$ cat src/rtl/uart_tx_sched.sv
// uart_tx_sched: shares one UART transmitter between the CPU store path
// (requester 0) and the debug/boot monitor (requester 1). Bytes are
// arbitrated round-robin into a small circular FIFO; a four-state sequencer
// pops each byte, strobes the UART, confirms the start, re-strobes on a
// missed start and drops the byte after too many attempts.
module uart_tx_sched #(
   parameter int DEPTH_LOG2    = 3,
   parameter int START_TIMEOUT = 15,
   parameter int MAX_RETRY     = 3
) (
   input  logic                  clk,
   input  logic                  rst,
   input  logic                  req0_we,
   input  logic [7:0]            req0_data,
   output logic                  req0_ack,
   input  logic                  req1_we,
   input  logic [7:0]            req1_data,
   output logic                  req1_ack,
   output logic                  fifo_full,
   output logic                  fifo_empty,
   output logic [DEPTH_LOG2:0]   fifo_count,
   output logic                  uart_transmit,
   output logic [7:0]            uart_tx_byte,
   input  logic                  uart_is_transmitting,
   output logic                  busy,
   output logic                  err_drop
);

   localparam int DEPTH = 1 << DEPTH_LOG2;
   localparam int CW    = DEPTH_LOG2 + 1;
   localparam int TW    = (START_TIMEOUT < 1) ? 1 : $clog2(START_TIMEOUT + 1);
   localparam int RW    = (MAX_RETRY < 1) ? 1 : $clog2(MAX_RETRY + 1);

   localparam logic [CW-1:0] FULL_CNT    = CW'(DEPTH);
   localparam logic [TW-1:0] TIMEOUT_VAL = TW'(START_TIMEOUT);
   localparam logic [RW-1:0] RETRY_LIMIT = RW'(MAX_RETRY);

   typedef enum logic [1:0] {
      IDLE      = 2'd0,
      START     = 2'd1,
      WAIT_BUSY = 2'd2,
      WAIT_DONE = 2'd3
   } state_t;

   state_t                state;
   logic [7:0]            mem [DEPTH];
   logic [DEPTH_LOG2-1:0] wr_ptr;
   logic [DEPTH_LOG2-1:0] rd_ptr;
   logic [TW-1:0]         tcnt;
   logic [RW-1:0]         retry;
   logic                  last_grant;
   logic                  grant0;
   logic                  grant1;
   logic                  push;
   logic                  pop;
   logic [7:0]            push_data;

   // Full/empty come from the registered count, so a same-cycle pop never frees a slot.
   assign fifo_full  = (fifo_count == FULL_CNT);
   assign fifo_empty = (fifo_count == '0);

   // Round-robin grant: a lone requester wins, a contested cycle goes to the one not granted last.
   always_comb begin
      grant0 = 1'b0;
      grant1 = 1'b0;
      if (rst && !fifo_full) begin
         if (req0_we && req1_we) begin
            grant0 = last_grant;
            grant1 = !last_grant;
         end else begin
            grant0 = req0_we;
            grant1 = req1_we;
         end
      end
   end

   assign req0_ack  = grant0;
   assign req1_ack  = grant1;
   assign push      = grant0 | grant1;
   assign push_data = grant0 ? req0_data : req1_data;

   // The sequencer only takes a byte while idle and the UART line is free.
   assign pop  = (state == IDLE) && !fifo_empty && !uart_is_transmitting;
   assign busy = (state != IDLE) || !fifo_empty;

   // FIFO storage: contents are not reset, only the pointers and count are.
   always_ff @(posedge clk) begin
      if (push) begin
         mem[wr_ptr] <= push_data;
      end
   end

   // FIFO pointers, occupancy and round-robin history.
   always_ff @(posedge clk or negedge rst) begin
      if (!rst) begin
         wr_ptr     <= '0;
         rd_ptr     <= '0;
         fifo_count <= '0;
         last_grant <= 1'b1;
      end else begin
         if (push) begin
            wr_ptr     <= wr_ptr + 1'b1;
            last_grant <= grant1;
         end
         if (pop) begin
            rd_ptr <= rd_ptr + 1'b1;
         end
         if (push && !pop) begin
            fifo_count <= fifo_count + 1'b1;
         end else if (pop && !push) begin
            fifo_count <= fifo_count - 1'b1;
         end
      end
   end

   // Transmit sequencer: pop, strobe, confirm start (with retry/drop), wait for end of frame.
   always_ff @(posedge clk or negedge rst) begin
      if (!rst) begin
         state         <= IDLE;
         uart_transmit <= 1'b0;
         uart_tx_byte  <= 8'h00;
         err_drop      <= 1'b0;
         tcnt          <= '0;
         retry         <= '0;
      end else begin
         uart_transmit <= 1'b0;
         err_drop      <= 1'b0;
         case (state)
            IDLE: begin
               if (pop) begin
                  uart_tx_byte  <= mem[rd_ptr];
                  retry         <= '0;
                  uart_transmit <= 1'b1;
                  state         <= START;
               end
            end
            START: begin
               tcnt  <= '0;
               state <= WAIT_BUSY;
            end
            WAIT_BUSY: begin
               if (uart_is_transmitting) begin
                  state <= WAIT_DONE;
               end else if (tcnt == TIMEOUT_VAL) begin
                  if (retry == RETRY_LIMIT) begin
                     err_drop <= 1'b1;
                     state    <= IDLE;
                  end else begin
                     retry         <= retry + 1'b1;
                     uart_transmit <= 1'b1;
                     state         <= START;
                  end
               end else begin
                  tcnt <= tcnt + 1'b1;
               end
            end
            WAIT_DONE: begin
               if (!uart_is_transmitting) begin
                  state <= IDLE;
               end
            end
            default: begin
               state <= IDLE;
            end
         endcase
      end
   end

endmodule

$ cat config.mk
export PLATFORM = sky130hd
export DESIGN_NAME = uart_tx_sched
export DESIGN_NICKNAME = d
export VERILOG_FILES = /design/src/rtl/uart_tx_sched.sv
export SDC_FILE = /design/constraint.sdc
export NUM_CORES = 1
export LEC_CHECK = 0
export CAP_MARGIN = 20
export CORE_MARGIN = 2
export CORE_UTILIZATION = 49
export DETAILED_ROUTE_END_ITERATION = 10
export HOLD_SLACK_MARGIN = 0.05
export PLACE_DENSITY = 0.75
export SYNTH_ARGS = -nofsm -noshare
export SYNTH_HDL_FRONTEND = slang
export SYNTH_SLANG_ARGS = --single-unit
export TNS_END_PERCENT = 5
$ cat constraint.sdc
create_clock -name clk -period 3.4 [get_ports clk]
set_clock_uncertainty 0.05 [all_clocks]
set_input_delay 1.02 -clock clk [delete_from_list [all_inputs] [get_ports clk]]
set_output_delay 1.02 -clock clk [all_outputs]
set_load 0.02 [all_outputs]
==> results, run 1 <==
- The run finished with clean final reports.
- The tree is rooted in a clkbuf_8.
- The post-route minimum period is 3.32 ns.
- The number of standard-cell rows in the floorplan is 32.
- The count of endpoints failing hold in the final timing report is 0.
- CTS built an H-tree with a depth of 3.
- The number of nets handed over by synthesis was 274.
- The endpoint required time on the critical path is 2.33 ns.
- The worst setup path is launched from an input pin.
- The maximum fanout count along the critical path is 4.
- Port buffering added 39 buffers.
- Global routing consumed, over all layers together, 17.1% of the routing resources.
- The worst hold path belongs to the class flop to flop.
- The region available for standard cell placement spans 7770 µm².
- The repair_antennas step left the layout with diodes totalling 0.
- The CTS buffer count is 9.
- The starting density of the core is 51.0%.
- CTS saw 93 sinks.
- The area share of the largest cell type after synthesis is 48.5%.
- The flop-to-flop setup slack is 0.74 ns.
- The peak clock frequency supported by timing is 301 MHz.
- For this design the static power due to leakage is 1.80 nW.
- During synthesis, Yosys emitted a total of 0 warnings.
- The arrival time of data at the critical path endpoint is 2.25 ns.
- The kind of capture point of the worst setup path is a primary output.
- TritonCTS built the clock tree.
- Setup repair after global routing left no endpoint under its margin.
- Using the TritonRoute via totals, the vias-per-cell ratio works out to 5.40.
- Before CTS, the worst setup slack after placement is -0.200 ns.
- The most used flip-flop cell after synthesis is edfxtp_1.
- The worst-case hold slack is 0.435 ns.
- The number of antenna violations at the first check in global routing is 0.
- The clock-pin slew on the worst setup and hold paths is 0.09 ns.
- The power density over the cells is 785 nW/µm².
- Leaving out fill and tap cells, the most frequent cell in the layout is edfxtp_1.
- The post-layout net count is 335.
- The fraction of final layout cells with drive strength greater than 1 is 20.6%.
- The total power after layout is 3.75 mW.
- IR analysis of the VDD net gives a maximum drop of 0.000318 V.
- By area the synthesized netlist is led by edfxtp_1 (49%), dfrtp_1 (18%), mux4_2 (9.1%), mux2_1 (3.4%), mux2i_1 (2.5%).
- The later-pin clock latency in the skew report is 0.35 ns.
- Counting flops with a built-in enable in the synthesized netlist gives 64.
- The number of pins exceeding their max-slew limit in the final report is 0.
- The count of nets left with antenna violations once routing finished came out at 0.
- The clock passes through at most 2 buffers.
- The first detailed-routing pass took 4 iterations.
- The first global-routing pass estimated 11.2 mm of wire.
- The period utilization is 97.7%.
- The total overflow left after global routing is 0.
- The tool flagged a number of max-cap violations equal to 0.
- The die is 93.9 µm wide.
- The synthesized design spends more area on one cell type than any other, namely edfxtp_1.
- The number of global-route vias before repair is 2238.
- The worst path setup slack after routing is 0.0792 ns.
- Routability-driven placement finished with a final weighted congestion of 0.812.
- In this run the vertical extent of the chip is 93.9 µm.
- The area of the mapped netlist is 3960 µm².
- For this run, design rule violations remaining after detail routing come to 0.
- The pin count of the biggest net entering global routing is 30.
- Setup total negative slack on the finished layout was measured at 0 ns.
- In this run the tightest slew margin relative to its limit is 44.0%.
- The pin slew with the least headroom to its limit is 0.840 ns.
- Leaving out filler cells and counting taps, the final layout contains 413.
- The routed layout has 2232 vias.
- In the final routed layout, each cell accounts on average for 16.4 µm.
- Synthesis inferred 93 register bits.
- Wires add up to 6.78 mm.
- The top cell types in the final layout, fill and taps aside, are edfxtp_1 (64), clkdlybuf4s50_1 (37), dfrtp_1 (28).
- From synthesis to final layout, the design area changed by 20.8%.
- In this run, the number of DRC markers left after iteration 0 of detailed routing was 134.
- After technology mapping, the gate count stands at 245.
- The worst setup path is of the input pin to primary output kind.
- Setup violations remaining at the end of the flow were counted as 0.
- The per-instance average area after synthesis is 16.2 µm².
- The number of instances in the placed design is 396.
- Counting distinct cell types in the post-synthesis netlist gives 43.
- The number of setup buffers added after CTS is 0.
- Sequential cells were found to cover 66.9% of the synthesized design area.
- The number of primary I/O pins is 40.
- The proportion of register bits with asynchronous set or reset after synthesis is 31.2%.
- The wire-length estimate of the detail-placed layout is 4.59 mm.
- The area of the die is 8810 µm².
-- sequential cells by signal, indices dropped and copies added, names as in the netlist --
register	cells
err_drop	1
fifo_count	4
last_grant	1
mem	64
rd_ptr	3
retry	2
state	2
tcnt	4
uart_transmit	1
uart_tx_byte	8
wr_ptr	3
-- layout make-up --
class | count | area (µm²)
sequential | 93 | 2650
timing repair buffer | 60 | 566
clock inverter | 7 | 62.6
clock buffer | 9 | 124
multi-input combinational | 137 | 1240
inverter | 5 | 18.8
fill | 609 | 2980
tap | 102 | 128
-- cells in the mapped netlist (2+ instances only) --
cell	n
buf_2	5
mux4_2	16
nand2b_1	5
o21ai_0	5
xnor2_1	4
inv_1	4
buf_1	2
dfrtp_1	28
a21oi_1	6
xor2_1	2
edfxtp_1	64
nor4_1	2
and3_1	3
o21ai_2	2
ha_1	7
o21ai_1	8
mux2i_1	10
nor3_1	9
mux2_1	12
nand2_1	21
nor2_1	8
-- per-stage QoR --
stage	instance area, µm²	util (%)
2_1_floorplan	3960	-
3_3_place_gp	4570	58.9
3_5_place_dp	4570	58.9
4_1_cts	4760	61.2
5_1_grt	4780	61.6
6_report	4780	61.6
-- cells by family after synthesis --
family                   after synthesis  share of synthesized area (%)
flip-flops                            93                           66.9
adder cells (fa/ha/maj)                8                           2.72
AO/OA/AOI/OAI                         25                           3.60
multiplexers                          39                           15.3
AND/OR/NAND/NOR                       58                           7.84
XOR/XNOR                               7                           1.74
buffers and inverters                 15                           1.86
-- final timing paths --
check,startpoint,end,cells after the start
min,uart_tx_byte[6],uart_tx_byte[6],2
max reg2reg,fifo_count[0],fifo_count[3],12
max in group asynchronous,rst,last_grant,2
max,rst,req1_ack,5
min reg2reg,uart_tx_byte[6],uart_tx_byte[6],2
min in group asynchronous,rst,fifo_count[3],2
-- power breakdown --
group | switching (mW) | internal [mW] | leakage [nW]
sequential | 0.266 | 1.48 | 0.937
clock | 0.414 | 0.284 | 0.0984
combinational | 0.608 | 0.705 | 0.761
total | 1.29 | 2.46 | 1.80
-- critical path, cell delays in order --
cell             delay, ns
clkdlybuf4s50_1       0.48
nor2b_2               0.23
nand2_1               0.07
a21oi_1               0.10
dlygate4sd2_1         0.34
-- metal layers --
layer / up-vias / global-route usage, % / part of all wire [%]
met5: - / 0 / 0
met4: 0 / 6.76 / 1.5
met3: 9 / 2.81 / 3.3
met2: 56 / 27.7 / 50
met1: 1112 / 23.3 / 46
li1: 1055 / - / -
-- what timing repair did --
item,CTS,global route
resized for setup,2,0
hold buffers,0,0
endpoints found under the setup margin,2,0
(Power assumes the default switching activity.)
==> run 2: changes to the inputs <==
SETUP_SLACK_MARGIN = 0.05   (was default)
SLEW_MARGIN = 5   (was default)
==> run 2 against run 1 <==
Effect of this change:
- flip-flop and latch count unchanged
- fmax is 1.7% higher
- first-iteration DRC count is the same
- final area hardly changed
- sequential share of layout area barely moved
- sequential power is essentially flat
- utilization about the same
- worst setup slack gained 0.054 ns
- worst hold slack is the same
- combinational power hardly changed
==> results, run 2 (synthesis gave the netlist of run 1 again) <==
- The clock tree buffer depth came to 2 (unchanged).
- The placed wire-length estimate is 4.59 mm (unchanged).
- The mean number of vias per cell came to 5.40 (unchanged).
- The instance area at placement is 4570 µm² (unchanged).
- The worst slack at placement was -0.200 ns (unchanged).
- The most critical setup path has its startpoint at rst.
- The starting density of the core was 51.0% (unchanged).
- Leaving out fill and tap cells, the most frequent cell in the layout is edfxtp_1.
- The power density over the cells is 785 nW/µm² (about the same).
- The post-route non-filler standard cell count came to 413 (unchanged).
- The area of the die is 8810 µm² (unchanged).
- STA classifies the critical path startpoint as an input pin.
- The max capacitance violation total is 0 (unchanged).
- The root buffer selected by CTS is clkbuf_8.
- The number of inserted diodes is 0 (unchanged).
- The arrival time of data at the critical path endpoint was 2.20 ns (-0.05 ns).
- The core box area is 7770 µm² (unchanged).
- The number of buffers added to fix hold violations after cts came to 0 (unchanged).
- The fill cell total of the finished layout was 609 (unchanged).
- The worst-case hold slack came to 0.435 ns (unchanged).
- The tightest slew margin relative to the limit is 44.0% (unchanged).
- The number of global-route vias before repair came to 2238 (unchanged).
- The total power after layout is 3.75 mW (about the same).
- The worst path setup slack after routing is 0.133 ns (+0.0542 ns).
- The timing endpoint of the critical path is req0_ack.
- The worst vdd rail ir drop is 0.000318 V (unchanged).
- The CTS buffer count is 9 (unchanged).
- The endpoint required time on the critical path was 2.33 ns (about the same).
- Setup repair after global routing could not meet its margin everywhere.
- The sequential standard cell area is 2650 µm² (unchanged).
- The detailed route wirelength on metal3 came to 221 µm (unchanged).
- The count of H-tree levels built during CTS is 3 (unchanged).
- The flop-to-flop setup slack is 0.74 ns (about the same).
- The min-delay analysis places its worst path in the category flop to flop.
- The global placement routability congestion came to 0.812 (unchanged).
- The maximum fanout count along the critical path is 4 (unchanged).
- The post-layout net count is 335 (unchanged).
- The final core utilization came to 61.5% (about the same).
- The routed length per placed instance came to 16.4 µm (about the same).
- The peak clock frequency supported by timing came to 306 MHz (+1.7%).
- The clock tree from TritonCTS is yes.
- The post-detailed-routing wire length is 6.78 mm (about the same).
- The total via count in the routed design is 2232 (unchanged).
- The top cell types in the final layout, fill and taps aside, are edfxtp_1 (64), clkdlybuf4s50_1 (37), dfrtp_1 (28).
- The uppermost layer routed is met4.
- The number of primary I/O pins came to 40 (unchanged).
- The count of endpoints failing hold in the final timing report is 0 (unchanged).
- The startpoint of the most critical hold path is uart_tx_byte[6].
- The number of cell instances on the worst register-to-register path is 12 (unchanged).
- The number of design-rule violations left by the first detailed-router iteration is 134 (unchanged).
- The fraction of final layout cells with drive strength greater than 1 is 20.9% (+0.32 points).
- The number of endpoints failing setup at the final stage was 0 (unchanged).
- The worst flop-to-flop path startpoint is fifo_count[0].
- The count of nets left with antenna violations after detail routing was 0 (unchanged).
- The number of iterations in the first detailed-routing pass is 4 (unchanged).
- The kind of capture point of the worst setup path is a primary output.
- The period utilization is 96.1% (-1.6 points).
- The later-pin clock latency in the skew report is 0.35 ns (about the same).
- The flip-flop count of the largest register, all copies and words added came to 64 (unchanged).
- The flow ran to the end, and the final reports show no timing, DRC or antenna violations.
- The global route total overflow was 0 (unchanged).
- The final sum of negative setup slack was 0 ns (unchanged).
- The pin count of the biggest net entering global routing is 30 (unchanged).
- The reg-to-reg critical path endpoint is fifo_count[3].
- The multi-input gate area in the final layout is 1240 µm² (unchanged).
- The number of instances in the placed design is 396 (unchanged).
- The number of pins exceeding their max-slew limit in the final report came to 0 (unchanged).
- The clock-pin slew on the worst setup and hold paths was 0.09 ns (about the same).
- The pin slew with the least headroom to its limit came to 0.840 ns (unchanged).
- The summed area of non-filler cells in the final layout is 4780 µm² (about the same).
- The area added between synthesis and finish is 20.8% (about the same).
- Counting flops per register, the top entry is mem.
- The global-route wire length before repair came to 11.2 mm (unchanged).
- The met2 wirelength from detailed routing is 3.37 mm (unchanged).
- The static leakage is 1.79 nW (-0.30%).
- The number of design rule violations left after detail routing was 0 (unchanged).
- The combined global-route utilization of all metal layers was 17.1% (unchanged).
- The width of the die is 93.9 µm (unchanged).
- The number of antenna violations at the first check in global routing is 0 (unchanged).
- The number of setup buffers added after CTS is 0 (unchanged).
- The wire length the detailed router placed on met1 is 3.09 mm (about the same).
- The number of buffers added on ports came to 39 (unchanged).
- In the final layout, the registers with the most flip-flops are mem x64, uart_tx_byte x8.
- The number of standard-cell rows in the floorplan came to 32 (unchanged).
- The post-route minimum period is 3.27 ns (-0.0542 ns).
- The startpoint-to-endpoint class of the critical path is input pin to primary output.
- The number of sinks on the clock net came to 93 (unchanged).
- The vertical die dimension is 93.9 µm (unchanged).
run 2: changes by cell type in the layout (fill, tap and decap cells not counted), sizes merged:
cell	previous run	this run
dlygate4sd2	2	0
clkdlybuf4s15	0	1
clkbuf	9	10
run 2: per-layer routing:
metal | vias up | global-route usage, %
li1 | 1055 | -
met1 | 1112 | 23.3
met2 | 56 | 27.7
met3 | 9 | 2.81
met4 | 0 | 6.76
met5 | - | 0
run 2: what timing repair did:
action                                 4_1_cts  5_1_grt
gates resized for setup                      2        3
pin swaps                                    0        0
setup endpoints to repair                    2        2
endpoints found under the hold margin        0        0
run 2: cell type report:
type / count / area share (%)
inverter: 5 / 0.393
multi-input combinational: 137 / 25.9
tap: 102 / 2.67
clock buffer: 9 / 2.59
clock inverter: 7 / 1.31
timing repair buffer: 60 / 11.8
sequential: 93 / 55.4
run 2: worst min path at each step:
stage	to	slack [ns]	cells after the start
after global placement	uart_tx_byte[1]	0.42	2
after detailed placement	uart_tx_byte[6]	0.43	2
final	uart_tx_byte[6]	0.44	2
after CTS	uart_tx_byte[6]	0.45	2
after global routing	uart_tx_byte[0]	0.48	2
after floorplan	retry[1]	0.41	1
run 2: report_power, final:
| part | internal (mW) | switching, mW |
|---|---|---|
| Clock | 0.284 | 0.414 |
| Sequential | 1.48 | 0.266 |
| Combinational | 0.705 | 0.608 |
run 2: critical path, cell delays in order:
cell,delay (ns)
clkdlybuf4s50_1,0.48
nor2b_2,0.22
nand3_2,0.11
inv_1,0.07
clkdlybuf4s15_1,0.29
